--- src/rtl/ama_riscv_mem_arbiter.sv ---
// ama_riscv_mem_arbiter: serialises icache/dcache line traffic onto one memory port, one transaction at a time
module ama_riscv_mem_arbiter #(
  parameter int AW = 26,
  parameter int DW = 128
) (
  input  logic          clk,
  input  logic          rst,
  input  logic          req_imem_valid,
  output logic          req_imem_ready,
  input  logic [AW-1:0] req_imem_data,
  output logic          rsp_imem_valid,
  input  logic          rsp_imem_ready,
  output logic [DW-1:0] rsp_imem_data,
  input  logic          req_dmem_r_valid,
  output logic          req_dmem_r_ready,
  input  logic [AW-1:0] req_dmem_r_data,
  input  logic          req_dmem_w_valid,
  output logic          req_dmem_w_ready,
  input  logic [AW-1:0] req_dmem_w_addr,
  input  logic [DW-1:0] req_dmem_w_data,
  output logic          rsp_dmem_valid,
  input  logic          rsp_dmem_ready,
  output logic [DW-1:0] rsp_dmem_data,
  output logic          mem_req_valid,
  input  logic          mem_req_ready,
  output logic          mem_req_we,
  output logic [AW-1:0] mem_req_addr,
  output logic [DW-1:0] mem_req_wdata,
  input  logic          mem_rsp_valid,
  input  logic [DW-1:0] mem_rsp_data
);
  typedef enum logic [1:0] {IDLE, ISSUE, WAIT, RSP} state_t;
  state_t state, state_nxt;
  logic last_d, src_i, idle, d_pend, grant, rsp_hs, rsp_cap;
  always_comb begin
    idle = state == IDLE;
    d_pend = req_dmem_w_valid | req_dmem_r_valid;
    // last_d set means the D group was granted last, so icache wins a tie
    req_imem_ready = idle & req_imem_valid & (~d_pend | last_d);
    req_dmem_w_ready = idle & req_dmem_w_valid & ~req_imem_ready;
    req_dmem_r_ready = idle & req_dmem_r_valid & ~req_dmem_w_valid & ~req_imem_ready;
    grant = req_imem_ready | req_dmem_w_ready | req_dmem_r_ready;
    mem_req_valid = state == ISSUE;
    rsp_imem_valid = (state == RSP) & src_i;
    rsp_dmem_valid = (state == RSP) & ~src_i;
    rsp_hs = src_i ? rsp_imem_ready : rsp_dmem_ready;
    rsp_cap = (state == WAIT) & mem_rsp_valid;
    state_nxt = idle ? (grant ? ISSUE : IDLE) :
                (state == ISSUE) ? (mem_req_ready ? (mem_req_we ? IDLE : WAIT) : ISSUE) :
                (state == WAIT) ? (mem_rsp_valid ? RSP : WAIT) :
                (rsp_hs ? IDLE : RSP);
  end
  always_ff @(posedge clk or posedge rst) begin
    if (rst) begin
      state <= IDLE;
      last_d <= 1'b1;
      src_i <= 1'b0;
      mem_req_we <= 1'b0;
      mem_req_addr <= '0;
      mem_req_wdata <= '0;
      rsp_imem_data <= '0;
      rsp_dmem_data <= '0;
    end else begin
      state <= state_nxt;
      if (grant) begin
        last_d <= ~req_imem_ready;
        src_i <= req_imem_ready;
        mem_req_we <= req_dmem_w_ready;
        mem_req_addr <= req_imem_ready ? req_imem_data : req_dmem_w_ready ? req_dmem_w_addr : req_dmem_r_data;
        mem_req_wdata <= req_dmem_w_ready ? req_dmem_w_data : '0;
      end
      if (rsp_cap & src_i) rsp_imem_data <= mem_rsp_data;
      if (rsp_cap & ~src_i) rsp_dmem_data <= mem_rsp_data;
    end
  end
endmodule
--- config.mk ---
export PLATFORM = sky130hd
export DESIGN_NAME = ama_riscv_mem_arbiter
export DESIGN_NICKNAME = d
export VERILOG_FILES = /design/src/rtl/ama_riscv_mem_arbiter.sv
export SDC_FILE = /design/constraint.sdc
export NUM_CORES = 1
export LEC_CHECK = 0
export CORE_AREA = 2 2 296 298
export CTS_CLUSTER_DIAMETER = 40
export CTS_CLUSTER_SIZE = 14
export DETAILED_ROUTE_END_ITERATION = 8
export DIE_AREA = 0 0 298 300
export PLACE_DENSITY = 0.41
export SYNTH_ARGS = -nofsm -noshare
export SYNTH_HDL_FRONTEND = slang
export SYNTH_SLANG_ARGS = --single-unit
--- constraint.sdc ---
create_clock -name clk -period 12.4 [get_ports clk]
set_input_delay 1.24 -clock clk [delete_from_list [all_inputs] [get_ports clk]]
set_output_delay 1.24 -clock clk [all_outputs]
set_load 0.005 [all_outputs]
* After elaboration in Yosys (flattened, before gate mapping) *
Index checks and enable logic that the tools add are counted.

storage, ports and cells
  word-level logic and storage cells = 44
  input bits = 343
  bits in registers = 415
  output and inout port bits = 417

operators by class
  bitwise logic cells = 20
  eq/ne operators = 3
  reduce and logical (&&, ||, !) cells = 1
  mux-type cells = 12

operators by type and width
  operator                                                          count
  128-bit two-way mux                                               1
  26-bit two-way mux                                                2
  1-bit AND                                                         12
  2-bit two-way mux                                                 6
  2-bit == test (second input constant)                             2
  1-bit inverter                                                    4
  1-bit OR                                                          4
  1-bit two-way mux                                                 3
  2-bit by 1-bit == test with 1-bit output (second input constant)  1
  2-bit logical NOT                                                 1

* Logic depth before layout (Yosys ltp) *
Gate-level depths: netlist of the first run.

  depth in word-level cells = 10
  depth in mapped cells = 8
  gate-level depth less buffers = 4

* Worst setup path after synthesis of the first run *
Ideal clock, no wire load.

  path type = input-to-output
  start point = input req_dmem_w_valid
  end point = output req_dmem_w_ready
  buffers on the path = 1
  setup slack = 9.098 ns
  cell stages on the path = 3
  arrival time = 2.062 ns
  data required time = 11.160 ns
  cells stage by stage = or3b_1 -> a21oi_4 -> buf_2

between the ends
  cells in the longest elaborated chain, start to end = 6
  elaborated cells on any way between the ends = 7
  classes of those cells = bitwise (7)

RTL lines
  item                line  source
  start: declaration  17    input logic req_dmem_w_valid,
  1-bit OR            37    d_pend = req_dmem_w_valid | req_dmem_r_valid;
  1-bit inverter      39    req_imem_ready = idle & req_imem_valid & (~d_pend | last_d);
  1-bit OR            39
  1-bit AND           39
  1-bit inverter      40    req_dmem_w_ready = idle & req_dmem_w_valid & ~req_imem_ready;
  1-bit AND *         40
  end: declaration    18    output logic req_dmem_w_ready,

Every way passes the cells marked *; elsewhere a longest branch is shown, timed or not.

* Worst setup path in the final report of the first run *
Ends and elaborated chain as after synthesis.

==> metrics.csv, run 1 <==
stage,metric,value,unit
logic_synthesis,yosysUniqueCellTypes,28,
floorplanning,fp.dieArea,89400,sq um
placement,hpwl,49200,microns
setup_path,cp-end-kind,output pin,
sta,fin_crit_sh,38.6,%
grt,grt-ovfl-total,0,
clock_tree,tritoncts,built,
sta,tns,0,ns
clock_tree,clkSlewWorstSetupHoldPaths,0.05,ns
grt,grt_pass1_wl,97100,microns
logic_synthesis,syn-mean-instance-area,15.4,sq um
clock_tree,clk_latency,0.62,ns
cells_and_area,drive_above_1_share,24.1,%
logic_synthesis,synth_area_leaders,"dfrtp_1 67%, mux2_2 19%, a22o_1 7.2%, buf_2 1.5%, a221oi_1 1.4%",
drt,postRouteAntennaNets,0,
cells_and_area,layout_common_cells,"759 x clkdlybuf4s50_1, 414 x dfrtp_1, 259 x mux2_2, 128 x a22o_1, 93 x clkbuf_16",
setup_path,cp-startpoint,req_dmem_w_valid,
clock_tree,ctsResizeCount,0,
clock_tree,htree_levels,3,
setup_path,max_stage_delay,0.62,ns
setup_path,reg2reg_depth,7,
job,max_cap_viol_count,0,
setup_path,reg2reg_to,mem_req_addr[5]$_DFFE_PP0P_,
sta,slew_viol_final,0,
cells_and_area,final_nets,2151,
placement,place.gp.congestion,0.814,
floorplanning,die_height,300,microns
sta,worst_pin_slew,0.908,ns
logic_synthesis,synth_top_cell_by_area,dfrtp_1,
clock_tree,numCtsBuffers,92,
setup_path,crit_family,buffers and inverters,
setup_path,critPathCapture,req_dmem_w_ready,
setup_path,crit_chain,"clkdlybuf4s50_1, or3b_1, a21oi_4, buf_4, clkdlybuf4s50_1",
sta,worst_slack,7.61,ns
drt,dr_total_vias,12100,
setup_path,crit_slowest_cell,clkdlybuf4s50_1,
sta,skew,0.0206,ns
sta,fmax,209,MHz
clock_tree,ctsHoldBuffers,0,
drt,drcViolationCount,0,
drt,drt_iter0_drc,460,
grt,grtUsageTotal,14.6,%
sta,finalSetupViolCount,0,
floorplanning,pin_count,760,
logic_synthesis,yosys_warnings,0,
clock_tree,clock-sinks,415,
setup_path,worst-path-stages,5,
clock_tree,cts_setup_buffers,0,
sta,fin_crit,4.79,ns
floorplanning,rows,108,
power,power.density,282,nW/um^2
floorplanning,die_w,298,microns
cells_and_area,area_delta_synth_final,79.1,%
logic_synthesis,syn_nets,1353,
cells_and_area,layout_commonest_cell,clkdlybuf4s50_1,
clock_tree,cts-root-buf,clkbuf_16,
logic_synthesis,netlist.area_leader.share,66.6,%
power,leakagePower,11.6,nW
grt,use_met1,15.8,%
setup_path,start_kind,input pin,
sta,slew_headroom,39.5,%
setup_path,critPathKind,in2out,
grt,grt_max_degree,143,
setup_path,reg2reg_from,state[1]$_DFF_PP0_,
setup_path,worstPathMaxFanout,31,
setup_path,regToRegSetupSlack,8.79,ns
min_path,hold_start,mem_req_wdata[37]$_DFFE_PP0P_,
setup_path,cp_common_cell,clkdlybuf4s50_1,
setup_path,required,11.16,ns
setup_path,worstPathArrival,3.55,ns
drt,routedWlPerCell,22.1,microns
logic_synthesis,yosysSeqAreaShare,66.7,%
grt,use_met2,27.0,%
logic_synthesis,synth-seq-cells,415,
grt,top_usage_layer,met2,
grt,antenna_found_initial,6,
grt,grt_pass1_vias,13500,
power,ir_worst_vdd,0.000123,V
floorplanning,core,86200,sq um
drt,routed_via_density,3.98,
min_path,holdPathStages,1,
floorplanning,initial_utilization,18.0,%
clock_tree,clock_path_buffers,3,
placement,portBuffers,759,
drt,wl,67300,microns
drt,drtPass1Iterations,5,
sta,hold_violations,0,
min_path,hp-class,reg2reg,
logic_synthesis,synth_area,15600,sq um
logic_synthesis,syn_inst,1010,
setup_path,cp_num_buf_inv,3,
run_status,status,"finished, final reports clean",
grt,grtUsageMet3,4.97,%
sta,rsz0062_at_grt,false,
placement,preCtsSetupSlack,7.55,ns
==> layout make-up <==
cell class                 count  area, sq um
fill                        8688        58400
clock buffer                 107         2480
antenna                        4         10.0
inverter                       2         11.3
tap                         1155         1450
multi-input combinational    519         4840
sequential                   415        10400
timing repair buffer         778         7750
clock inverter                66          935
==> metal layers <==
layer	share of wire, %	up-vias
met2	54	496
met4	2.0	6
met3	7.8	90
met1	36	6156
met5	0.055	-
li1	-	5364
==> sequential cells by signal (all words and copies together) (netlist names) <==
register and flops:
mem_req_wdata 128, rsp_dmem_data 128, rsp_imem_data 128, mem_req_addr 26, state 2, last_d 1, mem_req_we 1, src_i 1
==> worst reg2reg max path, delay by kind of cell (launching register included) <==
kind                   cells  cell delay [ns]
buffers and inverters      3             1.89
AO/OA/AOI/OAI              3             0.59
AND/OR/NAND/NOR            1             0.53
flip-flops                 1             0.51
==> kinds of logic (layout without fill, tap and decap cells) <==
kind of cell | Yosys count | in the layout | synth area share, %
mux | 262 | 262 | 18.9
buf+inv | 76 | 953 | 2.37
simple gates | 46 | 46 | 1.30
other cells | 0 | 4 | 0
compound gates | 211 | 211 | 10.6
flops | 415 | 415 | 66.7
==> Yosys cell counts <==
library cell / instances
o311ai_0: 1
clkbuf_1: 20
buf_1: 1
a21o_1: 2
nand4_1: 1
nor3_1: 1
a221oi_1: 24
and3_1: 1
o211a_1: 1
buf_2: 46
o22a_1: 1
mux2_2: 259
nor2_1: 30
or3b_1: 1
nor4bb_1: 1
mux2i_1: 3
a21oi_4: 1
o21ai_0: 28
buf_4: 7
a21oi_1: 25
dfrtp_1: 414
nand2_1: 7
nor4b_1: 1
a22o_1: 128
dfstp_2: 1
or2_1: 1
inv_1: 2
nand2b_1: 2
==> how the worst min path moves through the flow <==
stage / to
3_3_place_gp: mem_req_addr[11]$_DFFE_PP0P_
4_1_cts: mem_req_addr[22]$_DFFE_PP0P_
3_5_place_dp: mem_req_addr[11]$_DFFE_PP0P_
6_report: mem_req_wdata[37]$_DFFE_PP0P_
5_1_grt: mem_req_wdata[20]$_DFFE_PP0P_
2_1_floorplan: mem_req_addr[11]$_DFFE_PP0P_
==> metrics by stage <==
stage | util, % | cells | hold WS [ns] | total power [mW] | area [sq um]
floorplan | - | 1010 | 0.473 | 3.34 | 15600
global placement | 28.3 | 2869 | 0.469 | 5.25 | 24400
detailed placement | 28.3 | 2869 | 0.481 | 5.27 | 24400
CTS | 32.3 | 3042 | 0.496 | 8.01 | 27900
global route | 32.3 | 3043 | 0.502 | 8.27 | 27900
finish | 32.3 | 3046 | 0.495 | 7.85 | 27900
==> power by group <==
part / switching, mW / leakage (nW) / total (mW) / internal (mW)
Sequential: 0.383 / 5.12 / 2.40 / 2.01
Combinational: 1.05 / 4.88 / 2.80 / 1.75
Clock: 0.869 / 1.61 / 2.66 / 1.79
Power figures use the tool's default switching activity.
==> run 2, diff against run 1 <==
Settings changed: CORE_AREA 2 2 296 298 to 2 2 298 300, DIE_AREA 0 0 298 300 to 0 0 300 302, PLACE_DENSITY 0.41 to 0.39.
Clock period 12.4 ns to 4.9 ns, I/O delays scaled along.
==> run 2 against run 1 <==
Effect of this change: die area increased by 1.3%; highest routed layer unchanged; utilization fell by 0.44 points; first-iteration DRC count is 14% higher; critical path type is now reg2out.
==> metrics.csv, run 2 (synthesized netlist as in run 1, its figures left out) <==
stage,metric,value,unit
run_status,status,"finished, final reports clean",
grt,top_usage_layer,met2,
sta,fin_crit,3.47,ns
sta,slew_headroom,11.1,%
cells_and_area,reg_top3,"mem_req_wdata: 128 flops, rsp_dmem_data: 128 flops, rsp_imem_data: 128 flops",
clock_tree,ctsHoldBuffers,0,
drt,dr_total_vias,12100,
floorplanning,fp.dieArea,90600,sq um
job,max_cap_viol_count,0,
cells_and_area,layout_commonest_cell,clkdlybuf4s50_1,
cells_and_area,stdcell_count,3065,
floorplanning,initial_utilization,17.8,%
cells_and_area,layout_common_cells,"759 x clkdlybuf4s50_1, 414 x dfrtp_1, 259 x mux2_2, 128 x a22o_1, 93 x clkbuf_16",
cells_and_area,fillerInstances,8736,
floorplanning,die_w,300,microns
grt,antenna_found_initial,7,
sta,rsz0062_at_grt,false,
sta,hold_ws,0.383,ns
placement,hpwl,48200,microns
grt,grtUsageMet3,5.44,%
drt,routed_via_density,3.96,
drt,wl,65900,microns
grt,grt_pass1_wl,94300,microns
sta,fmax,288,MHz
drt,drt_iter0_drc,523,
grt,grt_max_degree,154,
sta,skew,0.0384,ns
sta,tns,0,ns
grt,grtUsageTotal,14.1,%
clock_tree,clk_latency,0.63,ns
floorplanning,die_height,302,microns
grt,grt-ovfl-total,0,
placement,place.gp.congestion,0.840,
clock_tree,ctsResizeCount,0,
drt,routedWlPerCell,21.5,microns
cells_and_area,area_delta_synth_final,79.3,%
clock_tree,cts_setup_buffers,0,
power,power.density,706,nW/um^2
floorplanning,pin_count,760,
clock_tree,htree_levels,3,
floorplanning,rows,109,
min_path,hp-class,in2async,
setup_path,worstPathArrival,2.98,ns
sta,fin_crit_sh,70.9,%
cells_and_area,drive_above_1_share,23.8,%
clock_tree,tritoncts,built,
floorplanning,core,87600,sq um
sta,finalSetupViolCount,0,
drt,drtPass1Iterations,7,
cells_and_area,final_nets,2154,
drt,postRouteAntennaNets,0,
grt,grt_pass1_vias,13300,
clock_tree,clock-sinks,415,
sta,worst_pin_slew,1.33,ns
grt,use_met2,23.9,%
clock_tree,numCtsBuffers,92,
placement,dp.cells,2882,
clock_tree,clkSlewWorstSetupHoldPaths,0.05,ns
setup_path,worstPathMaxFanout,26,
setup_path,cp-end-kind,output pin,
clock_tree,cts-root-buf,clkbuf_16,
grt,use_met1,15.8,%
sta,hold_violations,0,
power,leakagePower,11.6,nW
cells_and_area,post-route-util,31.9,%
sta,slew_viol_final,0,
drt,drcViolationCount,0,
setup_path,start_kind,register,
placement,portBuffers,759,
power,ir_worst_vdd,0.000299,V
setup_path,critPathKind,reg2out,
clock_tree,clock_path_buffers,3,
setup_path,required,4.41,ns
[run 2: cell types whose count changed in the layout (fill, tap and decap cells not counted), sizes merged]
cell	previous run	this run
clkinvlp	20	14
clkinv	22	24
inv	10	5
bufinv	16	13
buf	19	22
diode	4	10
clkbuf	107	119
[run 2: cell type report]
cell class	count	area, sq um	share of cell area (%)
Antenna cell	10	25.0	0.0897
Multi-Input combinational cell	519	4830	17.3
Inverter	2	11.3	0.0404
Clock inverter	54	777	2.78
Clock buffer	119	2560	9.19
Timing Repair Buffer	781	7850	28.1
Sequential cell	415	10400	37.2
Tap cell	1165	1460	5.22
[run 2: through the flow]
stage	setup slack (ns)	total power, mW	area, sq um
after global placement	1.79	13.3	24500
final	1.43	19.7	27900
after detailed placement	1.76	13.3	24500
after global routing	1.25	20.8	27900
after floorplan	-1.18	8.45	15600
after CTS	1.31	20.1	27900
[run 2: worst max-delay path: stages, from the launching register on]
cell	delay, ns
dfrtp_1	0.53
or2_1	0.72
nor4b_1	0.47
clkdlybuf4s50_1	0.63
[run 2: worst paths after layout]
kind,slack [ns],start,endpoint,cells after the start
min in group clk,0.42,req_dmem_r_data[8],mem_req_addr[8]$_DFFE_PP0P_,3
max in group asynchronous,3.19,rst,rsp_dmem_data[16]$_DFFE_PP0P_,3
hold reg to reg,0.48,mem_req_addr[11]$_DFFE_PP0P_,mem_req_addr[11]$_DFFE_PP0P_,2
hold / removal,0.38,rst,rsp_dmem_data[77]$_DFFE_PP0P_,2
setup reg to reg,2.15,state[0]$_DFF_PP0_,rsp_imem_data[85]$_DFFE_PP0P_,4
setup / recovery,1.43,state[1]$_DFF_PP0_,req_dmem_r_ready,3
[run 2: report_power, final]
group          total (mW)  switching [mW]  internal [mW]
Sequential           6.03           0.937           5.09
Clock                6.54            2.14           4.41
Combinational        7.13            2.66           4.47
Total                19.7            5.73           14.0
[run 2: layer usage]
metal	vias to the layer above	share of wire [%]
met1	6122	38
met4	2	2.7
li1	5380	-
met5	-	0.020
met2	526	50
met3	101	9.6
